## config.mk

```make
export PLATFORM = sky130hd
export DESIGN_NAME = oled_spi_byte_tx_flat
export DESIGN_NICKNAME = d
export VERILOG_FILES = /design/src/rtl/oled_spi_byte_tx_if.sv /design/src/rtl/oled_spi_byte_tx.sv /design/src/flat_wrapper.sv
export SDC_FILE = /design/constraint.sdc
export NUM_CORES = 1
export LEC_CHECK = 0
export CELL_PAD_IN_SITES_DETAIL_PLACEMENT = 1
export CELL_PAD_IN_SITES_GLOBAL_PLACEMENT = 1
export CORE_MARGIN = 2
export CORE_UTILIZATION = 42
export DETAILED_ROUTE_END_ITERATION = 12
export PLACE_DENSITY_LB_ADDON = 0.1
export SYNTH_ARGS = -nofsm -noshare
export SYNTH_HDL_FRONTEND = slang
export SYNTH_SLANG_ARGS = --single-unit
```

## constraint.sdc

```tcl
create_clock -name clk -period 3.8 [get_ports clk]
set_clock_uncertainty 0.15 [all_clocks]
set_input_delay 1.14 -clock clk [delete_from_list [all_inputs] [get_ports clk]]
set_output_delay 1.14 -clock clk [all_outputs]
set_load 0.01 [all_outputs]
```

## src/rtl/oled_spi_byte_tx_if.sv

```systemverilog
// ---------------------------------------------------------------
// oled_spi_byte_tx_if - byte/flag valid-ready handshake. Rev 1.0
// ---------------------------------------------------------------
`default_nettype none

interface oled_spi_byte_tx_if;
  logic [7:0] tx_data;
  logic       tx_dc;
  logic       tx_valid;
  logic       tx_ready;

  modport master (output tx_data, output tx_dc, output tx_valid, input  tx_ready);
  modport slave  (input  tx_data, input  tx_dc, input  tx_valid, output tx_ready);
endinterface

`default_nettype wire

```

## src/rtl/oled_spi_byte_tx.sv

```systemverilog
// ---------------------------------------------------------------
// oled_spi_byte_tx - SPI mode-3 byte serializer for the PmodOLED.
// Optional input FIFO: OLED_SPI_TX_FIFO_EN. Rev 1.0
// ---------------------------------------------------------------
`default_nettype none

module oled_spi_byte_tx #(
  parameter int CLK_DIV    = 4,
  parameter int FIFO_DEPTH = 4
) (
  input  wire logic         clk,
  input  wire logic         reset,
  oled_spi_byte_tx_if.slave tx,
  output logic              busy,
  output logic              SPI_CLK,
  output logic              SPI_MOSI,
  output logic              SPI_CS,
  output logic              data_command
);

  typedef enum logic [1:0] {IDLE = 2'd0, SETUP = 2'd1, SHIFT = 2'd2, HOLD = 2'd3} state_t;

  localparam logic [7:0] DIV_LAST = 8'(CLK_DIV - 1);

  if (CLK_DIV < 1 || CLK_DIV > 255) begin : g_bad_clk_div
    $error("oled_spi_byte_tx: CLK_DIV must be 1..255");
  end
  if (FIFO_DEPTH < 2 || (FIFO_DEPTH & (FIFO_DEPTH - 1)) != 0) begin : g_bad_fifo_depth
    $error("oled_spi_byte_tx: FIFO_DEPTH must be a power of two >= 2");
  end

  state_t     state, state_nx;
  logic [7:0] div_cnt;
  logic [2:0] bit_cnt;
  logic       phase_hi;
  logic [6:0] shreg;

  logic       div_done, bit_end, load_pt, load;
  logic       ld_avail, ld_dc, fifo_nonempty;
  logic [7:0] ld_data;

  assign div_done = (div_cnt == 8'd0);
  assign bit_end  = (state == SHIFT) && phase_hi && div_done && (bit_cnt == 3'd0);
  // A new byte can only be taken from IDLE or exactly at the end of bit 0.
  assign load_pt  = !reset && ((state == IDLE) || bit_end);
  assign load     = load_pt && ld_avail;

`ifdef OLED_SPI_TX_FIFO_EN
  localparam int         AW   = $clog2(FIFO_DEPTH);
  localparam logic [AW:0] FULL = (AW + 1)'(FIFO_DEPTH);

  logic [8:0]    mem [FIFO_DEPTH];
  logic [AW-1:0] wr_ptr, rd_ptr;
  logic [AW:0]   count;
  logic          push, pop;

  assign tx.tx_ready   = !reset && (count != FULL);
  assign push          = tx.tx_valid && tx.tx_ready;
  assign fifo_nonempty = (count != '0);
  assign pop           = load_pt && fifo_nonempty;
  assign ld_avail      = fifo_nonempty;
  assign ld_data       = mem[rd_ptr][7:0];
  assign ld_dc         = mem[rd_ptr][8];

  always_ff @(posedge clk) begin
    if (push) mem[wr_ptr] <= {tx.tx_dc, tx.tx_data};
  end

  always_ff @(posedge clk) begin
    if (reset) begin
      wr_ptr <= '0;
      rd_ptr <= '0;
      count  <= '0;
    end else begin
      if (push) wr_ptr <= wr_ptr + 1'b1;
      if (pop)  rd_ptr <= rd_ptr + 1'b1;
      count <= count + {{AW{1'b0}}, push} - {{AW{1'b0}}, pop};
    end
  end
`else
  assign tx.tx_ready   = load_pt;
  assign fifo_nonempty = 1'b0;
  assign ld_avail      = tx.tx_valid;
  assign ld_data       = tx.tx_data;
  assign ld_dc         = tx.tx_dc;
`endif

  assign busy = (state != IDLE) || fifo_nonempty;

  always_comb begin
    state_nx = state;
    case (state)
      IDLE:    if (load) state_nx = SETUP;
      SETUP:   if (div_done) state_nx = SHIFT;
      SHIFT:   if (bit_end && !ld_avail) state_nx = HOLD;
      HOLD:    if (div_done) state_nx = IDLE;
      default: state_nx = IDLE;
    endcase
  end

  always_ff @(posedge clk) begin
    if (reset) state <= IDLE;
    else       state <= state_nx;
  end

  always_ff @(posedge clk) begin
    if (reset) begin
      div_cnt      <= 8'd0;
      bit_cnt      <= 3'd0;
      phase_hi     <= 1'b0;
      shreg        <= 7'd0;
      SPI_CLK      <= 1'b1;
      SPI_MOSI     <= 1'b0;
      SPI_CS       <= 1'b1;
      data_command <= 1'b0;
    end else begin
      case (state)
        IDLE: begin
          if (load) begin
            shreg        <= ld_data[6:0];
            SPI_MOSI     <= ld_data[7];
            data_command <= ld_dc;
            SPI_CS       <= 1'b0;
            div_cnt      <= DIV_LAST;
          end
        end
        SETUP: begin
          if (div_done) begin
            SPI_CLK  <= 1'b0;
            phase_hi <= 1'b0;
            bit_cnt  <= 3'd7;
            div_cnt  <= DIV_LAST;
          end else begin
            div_cnt <= div_cnt - 8'd1;
          end
        end
        SHIFT: begin
          if (!div_done) begin
            div_cnt <= div_cnt - 8'd1;
          end else begin
            div_cnt <= DIV_LAST;
            if (!phase_hi) begin
              SPI_CLK  <= 1'b1;
              phase_hi <= 1'b1;
            end else if (bit_cnt != 3'd0) begin
              SPI_CLK  <= 1'b0;
              phase_hi <= 1'b0;
              bit_cnt  <= bit_cnt - 3'd1;
              SPI_MOSI <= shreg[6];
              shreg    <= {shreg[5:0], 1'b0};
            end else if (load) begin
              // Chained byte: reload on the falling edge that starts its bit 7.
              SPI_CLK      <= 1'b0;
              phase_hi     <= 1'b0;
              bit_cnt      <= 3'd7;
              shreg        <= ld_data[6:0];
              SPI_MOSI     <= ld_data[7];
              data_command <= ld_dc;
            end
          end
        end
        HOLD: begin
          if (div_done) SPI_CS  <= 1'b1;
          else          div_cnt <= div_cnt - 8'd1;
        end
        default: ;
      endcase
    end
  end

endmodule

`default_nettype wire

```

## src/flat_wrapper.sv

```systemverilog
// flat-port wrapper written by rule: the top's interface ports become plain ports
module oled_spi_byte_tx_flat 
#(
  parameter int CLK_DIV    = 4,
  parameter int FIFO_DEPTH = 4
)
  (clk, reset, busy, SPI_CLK, SPI_MOSI, SPI_CS, data_command, tx_tx_data, tx_tx_dc, tx_tx_valid, tx_tx_ready);
  oled_spi_byte_tx_if tx_i ();
  input  wire logic clk;
  input  wire logic reset;
  output logic busy;
  output logic SPI_CLK;
  output logic SPI_MOSI;
  output logic SPI_CS;
  output logic data_command;
  input wire logic [$bits(tx_i.tx_data)-1:0] tx_tx_data;
  input wire logic [$bits(tx_i.tx_dc)-1:0] tx_tx_dc;
  input wire logic [$bits(tx_i.tx_valid)-1:0] tx_tx_valid;
  output wire logic [$bits(tx_i.tx_ready)-1:0] tx_tx_ready;
  assign tx_i.tx_data = tx_tx_data;
  assign tx_i.tx_dc = tx_tx_dc;
  assign tx_i.tx_valid = tx_tx_valid;
  assign tx_tx_ready = tx_i.tx_ready;
  oled_spi_byte_tx #(.CLK_DIV(CLK_DIV), .FIFO_DEPTH(FIFO_DEPTH)) u_core (.clk(clk), .reset(reset), .tx(tx_i), .busy(busy), .SPI_CLK(SPI_CLK), .SPI_MOSI(SPI_MOSI), .SPI_CS(SPI_CS), .data_command(data_command));
endmodule
```

==> results.cfg, run 1 <==
[yosys]
yosysTopAreaCellShare_pct = 32.26
yosysWarnings = 0
synth_cell_types = 50
synth_edf_count = 0
ys_seq_area_share_pct = 32.26
syn_nets = 203
synth_common_cells = 25 x dfxtp_1, 11 x a21oi_1, 11 x inv_1
ys_seq_elements = 25
synthTopCellsByArea = dfxtp_1 32%, ha_1 7.3%, a32oi_1 4.5%, o22ai_1 3.6%, a21oi_1 3.5%
yosys.area.top_type = dfxtp_1
synth_area_um2 = 1551
syn_area_per_cell_um2 = 8.525
yosysMostFrequentCell = dfxtp_1
synth_ff_type = dfxtp_1
synthCells = 182
async_reset_ff_share_pct = 0

[clocking]
cts_made_buffers = 3
postCtsHoldBufs = 0
clock_latency_ns = 0.27
post_cts_buffers = 0
tritoncts = built
cts.clk_slew.worst_paths_ns = 0.09
cts.sinks = 25
htreeDepth = 1
post_cts_resized = 0
clk_path_buf_depth = 2
cts_root_buf = clkbuf_8

[floorplanning]
rows = 22
die_area_um2 = 4196
start_util_pct = 43.03
die_w_um = 64.78
die_h_um = 64.78
core_area_um2 = 3606
pin_count = 18

[min_path]
min_path_cells = 1
min_path_type = reg2reg
hp-start = u_core.bit_cnt[1]$_SDFFE_PP0P_
min_to = u_core.bit_cnt[1]$_SDFFE_PP0P_

[final_layout]
nets = 221
final_util_pct = 50.62
drive_above_1_share_pct = 9.548
syn2layout_area_growth_pct = 17.66
nFillCells = 437
final_area_um2 = 1826
antenna_cells = 0

[worst_setup_path]
r2r_start = u_core.div_cnt[2]$_SDFFE_PP0P_
r2r_setup_slack_ns = 1.19
reg2regPathDepth = 4
crit_slowest_cell = or4_4
start_kind = flop
path_cells = or4_4 -> o31ai_1 -> and2_1 -> clkdlybuf4s50_1
crit_arrival_ns = 2.38
crit_type = reg2out
end_kind = output pin
r2r-end = u_core.shreg[0]$_SDFFE_PP0P_
worst_ep_required_time_ns = 2.51
path_max_fanout = 12
max_stage_delay_ns = 0.66

[sta]
period_needed_ns = 3.674
rsz0062_at_grt = false
max_slew_margin_pct = 26.77
finalSetupViolCount = 0
fmax_mhz = 272.2
setup-tns-final_ns = 0
worst_slack_ns = 0.1260
holdWs_ns = 0.3329
min_period_over_period_pct = 96.68
worst_pin_slew_ns = 1.088
finalHoldViolCount = 0
finalMaxSlewViolations = 0

[route]
drc = 0
post_drt_wl_per_cell_um = 18.10
drt_iter0_markers = 63
vias = 1545
via_per_inst = 6.255
wirelength_um = 4470
detail-route-antenna-nets = 0
drt-pass1-iter-count = 4

[global_route]
grt_pass1_vias = 1592
grt_overflow_total = 0
antenna_found_initial = 0
grt_first_pass_wirelength_um = 7645
grt_max_degree = 20
track_usage_pct = 23.32

[placed_design]
port_buffers = 17
dp.final_hpwl_um = 3233
placed_cell_area_um2 = 1780
place_congestion = 0.8730
place_ws_ns = 0.1622

[power]
vdd_drop_max_mv = 0.2580
power_density_nw_per_um2 = 820.7
p_leak_nw = 0.6382

[outcome]
status = completed

[job]
maxCapViolCount = 0
-- registers in the layout, summed over array words and instances (netlist names) --
signal               count
u_core.SPI_CLK           1
u_core.SPI_CS            1
u_core.SPI_MOSI          1
u_core.bit_cnt           3
u_core.data_command      1
u_core.div_cnt           8
u_core.phase_hi          1
u_core.shreg             7
u_core.state             2
-- logic make-up (layout without fill, tap and decap cells) --
logic type,Yosys count,after routing,synth area share (%)
AO/OA/AOI/OAI,74,74,33.39
AND/OR/NAND/NOR,52,52,20.81
buffers and inverters,21,38,5.645
multiplexers,1,1,0.6452
adder cells (fa/ha/maj),9,9,7.258
flip-flops,25,25,32.26
-- report_power, final --
part | internal (mW) | leakage, nW | switching (mW)
Sequential | 0.348 | 0.205 | 0.0809
Combinational | 0.354 | 0.411 | 0.550
Clock | 0.0753 | 0.0228 | 0.0902
-- per-layer routing --
layer	global-route usage [%]	share of wire, %	routed length [µm]
met5	0	0	0
met1	29.61	47	2110
met2	40.08	49	2190
met4	9.043	1.5	69
met3	2.778	2.2	100
-- worst max-delay path: cells and delay by family, from the launching register on --
family,cells,cell delay (ns)
simple gates,2,0.86
buf+inv,1,0.54
compound gates,1,0.33
flops,1,0.38
-- worst max-delay path by stage --
| stage | from | to |
|---|---|---|
| after floorplan | u_core.div_cnt[0]$_SDFFE_PP0P_ | tx_tx_ready |
| after global placement | reset | tx_tx_ready |
| after detailed placement | reset | tx_tx_ready |
| after CTS | u_core.div_cnt[2]$_SDFFE_PP0P_ | tx_tx_ready |
| after global routing | u_core.div_cnt[0]$_SDFFE_PP0P_ | tx_tx_ready |
| final | u_core.div_cnt[2]$_SDFFE_PP0P_ | tx_tx_ready |
-- placed cells by master (no fill, tap or decap), types with 3 or more instances in the layout --
| master | netlist | routed |
|---|---|---|
| a21oi_1 | 11 | 11 |
| and2_1 | 8 | 8 |
| nor2_1 | 6 | 6 |
| clkdlybuf4s50_1 | 0 | 17 |
| buf_4 | 0 | 6 |
| a31oi_1 | 6 | 6 |
| clkbuf_8 | 0 | 3 |
| dfxtp_1 | 25 | 25 |
| nor2b_1 | 4 | 4 |
| a32oi_1 | 8 | 8 |
| o21ai_0 | 10 | 10 |
| ha_1 | 9 | 9 |
| a22oi_1 | 7 | 7 |
| nor3_1 | 3 | 3 |
| nand2_1 | 9 | 9 |
| nand2b_1 | 3 | 3 |
| o31ai_1 | 3 | 3 |
| o22ai_1 | 9 | 9 |
| inv_1 | 11 | 11 |
-- layout make-up --
cell class / count / area (µm²) / share of cell area [%]
clock buffers: 4 / 45.04 / 2.467
repair buffers: 23 / 215.2 / 11.79
well taps: 48 / 60.06 / 3.290
inverters: 11 / 41.29 / 2.262
flip-flops and latches: 25 / 500.5 / 27.42
multi-input cells: 136 / 963.4 / 52.78
-- through the flow --
step	instances	total power, mW
detailed placement	243	1.320
global placement	243	1.279
floorplan	182	1.045
finish	247	1.498
CTS	247	1.492
global route	247	1.630
No activity file was read; power rests on OpenSTA's default activity.
==> inputs of run 2 (changes only) <==
- CAP_MARGIN: default -> 20
- CTS_CLUSTER_DIAMETER: default -> 150
==> run 2 against run 1 <==
Net effect: clock-buffer cell count is the same; first-iteration DRC count grew 44%; clock power is essentially flat; critical path type unchanged.
==> results.cfg, run 2 (same netlist as run 1, synthesis figures left out) <==
[outcome]
status = completed

[clocking]
cts.clk_slew.worst_paths_ns = 0.09
htreeDepth = 1
cts_made_buffers = 3
clk_path_buf_depth = 2
cts.sinks = 25
post_cts_resized = 0
post_cts_buffers = 0
postCtsHoldBufs = 0
cts_root_buf = clkbuf_8
tritoncts = built
clock_latency_ns = 0.27

[worst_setup_path]
reg2regPathDepth = 6
r2r_start = u_core.div_cnt[0]$_SDFFE_PP0P_
end_kind = output pin
crit_arrival_ns = 2.37
r2r_setup_slack_ns = 1.24
max_stage_delay_ns = 0.66
path_max_fanout = 12
crit_type = reg2out
worst_ep_required_time_ns = 2.51
start_kind = flop
crit_path_end = tx_tx_ready
crit_start = u_core.div_cnt[2]$_SDFFE_PP0P_
path_cells = or4_4 -> o31ai_1 -> and2_1 -> clkdlybuf4s50_1
crit_slowest_cell = or4_4
r2r-end = u_core.shreg[4]$_SDFFE_PP0P_

[final_layout]
syn2layout_area_growth_pct = 17.98
finalNonFillerCells = 248
final_util_pct = 50.76
final_common_cell = dfxtp_1
largest_reg_flops = 8
drive_above_1_share_pct = 10.00
nets = 222
regMostFlops = u_core.div_cnt
top_regs = u_core.div_cnt: 8 flops, u_core.shreg: 7 flops, u_core.bit_cnt: 3 flops
antenna_cells = 0
most-common-layout-cells = 25 x dfxtp_1, 17 x clkdlybuf4s50_1, 11 x inv_1, 11 x a21oi_1, 10 x o21ai_0
nFillCells = 438

[floorplanning]
die_w_um = 64.78
die_h_um = 64.78
rows = 22
core_area_um2 = 3606
die_area_um2 = 4196
start_util_pct = 43.03
pin_count = 18

[sta]
min_period_over_period_pct = 96.24
finalSetupViolCount = 0
holdWs_ns = 0.3331
finalHoldViolCount = 0
max_slew_margin_pct = 41.34
worst_pin_slew_ns = 0.8776
worst_slack_ns = 0.1430
period_needed_ns = 3.657
rsz0062_at_grt = false
setup-tns-final_ns = 0
finalMaxSlewViolations = 0
fmax_mhz = 273.4

[route]
drc = 0
detail-route-antenna-nets = 0
wirelength_um = 4499
drt-pass1-iter-count = 4
post_drt_wl_per_cell_um = 18.14
via_per_inst = 6.242
vias = 1548
drt_iter0_markers = 91

[placed_design]
place_inst = 243
port_buffers = 17
place_ws_ns = 0.1622
dp.final_hpwl_um = 3233
place_congestion = 0.8730

[min_path]
min_path_type = reg2reg

[global_route]
grt_overflow_total = 0
grt_pass1_vias = 1592
grt_first_pass_wirelength_um = 7645
grt_max_degree = 20
antenna_found_initial = 0
track_usage_pct = 23.32

[power]
vdd_drop_max_mv = 0.2573
p_leak_nw = 0.6414
power_density_nw_per_um2 = 824.0

[job]
maxCapViolCount = 0
==> run 2: cell type report <==
type,instances,area (µm²),share of cell area [%]
flip-flops and latches,25,500.5,27.34
multi-input cells,136,963.4,52.63
inverters,11,41.29,2.256
clock buffers,4,45.04,2.461
repair buffers,24,220.2,12.03
well taps,48,60.06,3.281
==> run 2: worst min-delay path by stage <==
stage	from	to	slack, ns	depth (start not counted)
final	u_core.bit_cnt[1]$_SDFFE_PP0P_	u_core.bit_cnt[1]$_SDFFE_PP0P_	0.33	1
after global routing	u_core.bit_cnt[1]$_SDFFE_PP0P_	u_core.bit_cnt[1]$_SDFFE_PP0P_	0.37	1
after CTS	u_core.bit_cnt[1]$_SDFFE_PP0P_	u_core.bit_cnt[1]$_SDFFE_PP0P_	0.34	1
after global placement	u_core.data_command$_SDFFE_PP0P_	u_core.data_command$_SDFFE_PP0P_	0.29	2
after floorplan	u_core.bit_cnt[1]$_SDFFE_PP0P_	u_core.bit_cnt[1]$_SDFFE_PP0P_	0.29	1
after detailed placement	u_core.bit_cnt[1]$_SDFFE_PP0P_	u_core.bit_cnt[1]$_SDFFE_PP0P_	0.32	1
==> run 2: per-layer routing <==
metal / part of all wire (%) / track usage (%)
met2: 51 / 40.08
met1: 45 / 29.61
met4: 1.5 / 9.043
met3: 2.2 / 2.778
met5: 0 / 0
==> run 2: report_power, final <==
group / internal (mW) / switching (mW)
Combinational: 0.362 / 0.553
Clock: 0.0752 / 0.0876
Sequential: 0.348 / 0.0826
Total: 0.785 / 0.723
==> run 2: metrics by stage <==
step           total power, mW  cell area [µm²]
5_1_grt                  1.642             1831
3_3_place_gp             1.279             1780
6_report                 1.508             1831
3_5_place_dp             1.320             1780
2_1_floorplan            1.045             1551
4_1_cts                  1.492             1826
==> run 2: critical path, delay by kind of cell, from the launching register on <==
kind	cells	cell delay (ns)
buf+inv	1	0.53
compound gates	1	0.33
simple gates	2	0.84
flops	1	0.38
==> inputs of run 3 (changes only) <==
- PLACE_DENSITY_LB_ADDON: 0.1 -> 0.25
==> run 3 against run 2 <==
Net effect: clock power is essentially flat; sequential share of layout area unchanged; hold slack worse by 0.0064 ns; global-route usage decreased by 1.0 points; first-iteration DRC count rose by 52%; sequential cell count is the same; non-clock buffer count is 1 lower.
==> results.cfg, run 3 (same netlist as run 1, synthesis figures left out) <==
[outcome]
status = completed

[placed_design]
port_buffers = 17
place_congestion = 0.8254
dp.final_hpwl_um = 3224
place_inst = 243

[global_route]
grt_overflow_total = 0
grt_max_degree = 20
track_usage_pct = 22.31
antenna_found_initial = 0
grt_first_pass_wirelength_um = 7376
grt_pass1_vias = 1573

[clocking]
tritoncts = built
cts_made_buffers = 3
post_cts_resized = 0
cts.sinks = 25
htreeDepth = 1
clock_latency_ns = 0.28
cts_root_buf = clkbuf_8
post_cts_buffers = 0
clk_path_buf_depth = 2
postCtsHoldBufs = 0
cts.clk_slew.worst_paths_ns = 0.09

[sta]
min_period_over_period_pct = 95.91
fmax_mhz = 274.4
period_needed_ns = 3.645
finalSetupViolCount = 0
finalMaxSlewViolations = 0
finalHoldViolCount = 0
worst_pin_slew_ns = 0.9426
setup-tns-final_ns = 0
max_slew_margin_pct = 36.58
rsz0062_at_grt = false

[final_layout]
drive_above_1_share_pct = 10.05
antenna_cells = 0
regMostFlops = u_core.div_cnt
nets = 221
final_common_cell = dfxtp_1
nFillCells = 437
largest_reg_flops = 8
syn2layout_area_growth_pct = 17.98
most-common-layout-cells = 25 x dfxtp_1, 17 x clkdlybuf4s50_1, 11 x inv_1, 11 x a21oi_1, 10 x o21ai_0
top_regs = u_core.div_cnt: 8 flops, u_core.shreg: 7 flops, u_core.bit_cnt: 3 flops
finalNonFillerCells = 247

[floorplanning]
pin_count = 18
die_area_um2 = 4196
core_area_um2 = 3606
start_util_pct = 43.03
die_w_um = 64.78
rows = 22
die_h_um = 64.78

[min_path]
min_path_type = reg2reg

[route]
wirelength_um = 4364
via_per_inst = 6.340
vias = 1566
post_drt_wl_per_cell_um = 17.67
drt-pass1-iter-count = 4
detail-route-antenna-nets = 0
drc = 0
drt_iter0_markers = 138

[worst_setup_path]
crit_arrival_ns = 2.35
path_max_fanout = 12
crit_type = reg2out
start_kind = flop
worst_ep_required_time_ns = 2.51
end_kind = output pin

[power]
switching_power_mw = 0.7201
power_density_nw_per_um2 = 819.4
p_int_mw = 0.7798
pwr-share-clk_pct = 11.1
pwr-share-seq_pct = 28.6
p_leak_nw = 0.6392
vdd_drop_max_mv = 0.2926
pwr-share-comb_pct = 60.3
p_sw_share_pct = 48.01

[job]
maxCapViolCount = 0
-- run 3: cell types whose count changed in the layout (fill, tap and decap cells not counted), sizes merged --
cell | previous run | this run
buf | 7 | 6
-- run 3: critical path, cell delays in order, from the launching register on --
cell             delay [ns]
dfxtp_1                0.38
or4_4                  0.65
o31ai_2                0.32
and2_1                 0.17
clkdlybuf4s50_1        0.55
-- run 3: power by group through the flow --
stage	Combinational (mW)	Sequential, mW	Clock [mW]
floorplan	0.628	0.416	0
global placement	0.845	0.424	0
global route	1.00	0.441	0.177
detailed placement	0.888	0.434	0
finish	0.905	0.429	0.166
CTS	0.893	0.428	0.170
-- run 3: worst paths after layout --
check / from / end / slack (ns) / cells past startpoint
min reg2reg: u_core.data_command$_SDFFE_PP0P_ / u_core.data_command$_SDFFE_PP0P_ / 0.33 / 2
max reg2reg: u_core.div_cnt[0]$_SDFFE_PP0P_ / u_core.bit_cnt[1]$_SDFFE_PP0P_ / 1.23 / 6
max: u_core.div_cnt[2]$_SDFFE_PP0P_ / tx_tx_ready / 0.16 / 4
min: u_core.data_command$_SDFFE_PP0P_ / u_core.data_command$_SDFFE_PP0P_ / 0.33 / 2
-- run 3: area by class of cell --
class / instances / area (µm²) / share of cell area [%]
inverter: 11 / 41.29 / 2.256
tap: 48 / 60.06 / 3.281
sequential: 25 / 500.5 / 27.34
timing repair buffer: 23 / 215.2 / 11.76
multi-input combinational: 136 / 968.4 / 52.90
clock buffer: 4 / 45.04 / 2.461
-- run 3: per-stage QoR --
step | utilization [%] | power [mW] | hold slack [ns] | instance area [µm²] | worst slack [ns]
6_report | 50.76 | 1.500 | 0.3267 | 1831 | 0.1554
5_1_grt | 50.76 | 1.618 | 0.3534 | 1831 | 0.03008
4_1_cts | 50.62 | 1.491 | 0.3377 | 1826 | 0.08649
3_5_place_dp | 49.38 | 1.321 | 0.3190 | 1780 | 0.1884
3_3_place_gp | 49.38 | 1.269 | 0.2945 | 1780 | 0.2454
2_1_floorplan | - | 1.045 | 0.2907 | 1551 | 0.5906
-- run 3: layer usage --
layer | share of wire (%) | GRT usage, %
met4 | 1.2 | 6.383
met1 | 46 | 27.63
met3 | 3.2 | 2.604
met5 | 0 | 0
met2 | 49 | 40.34
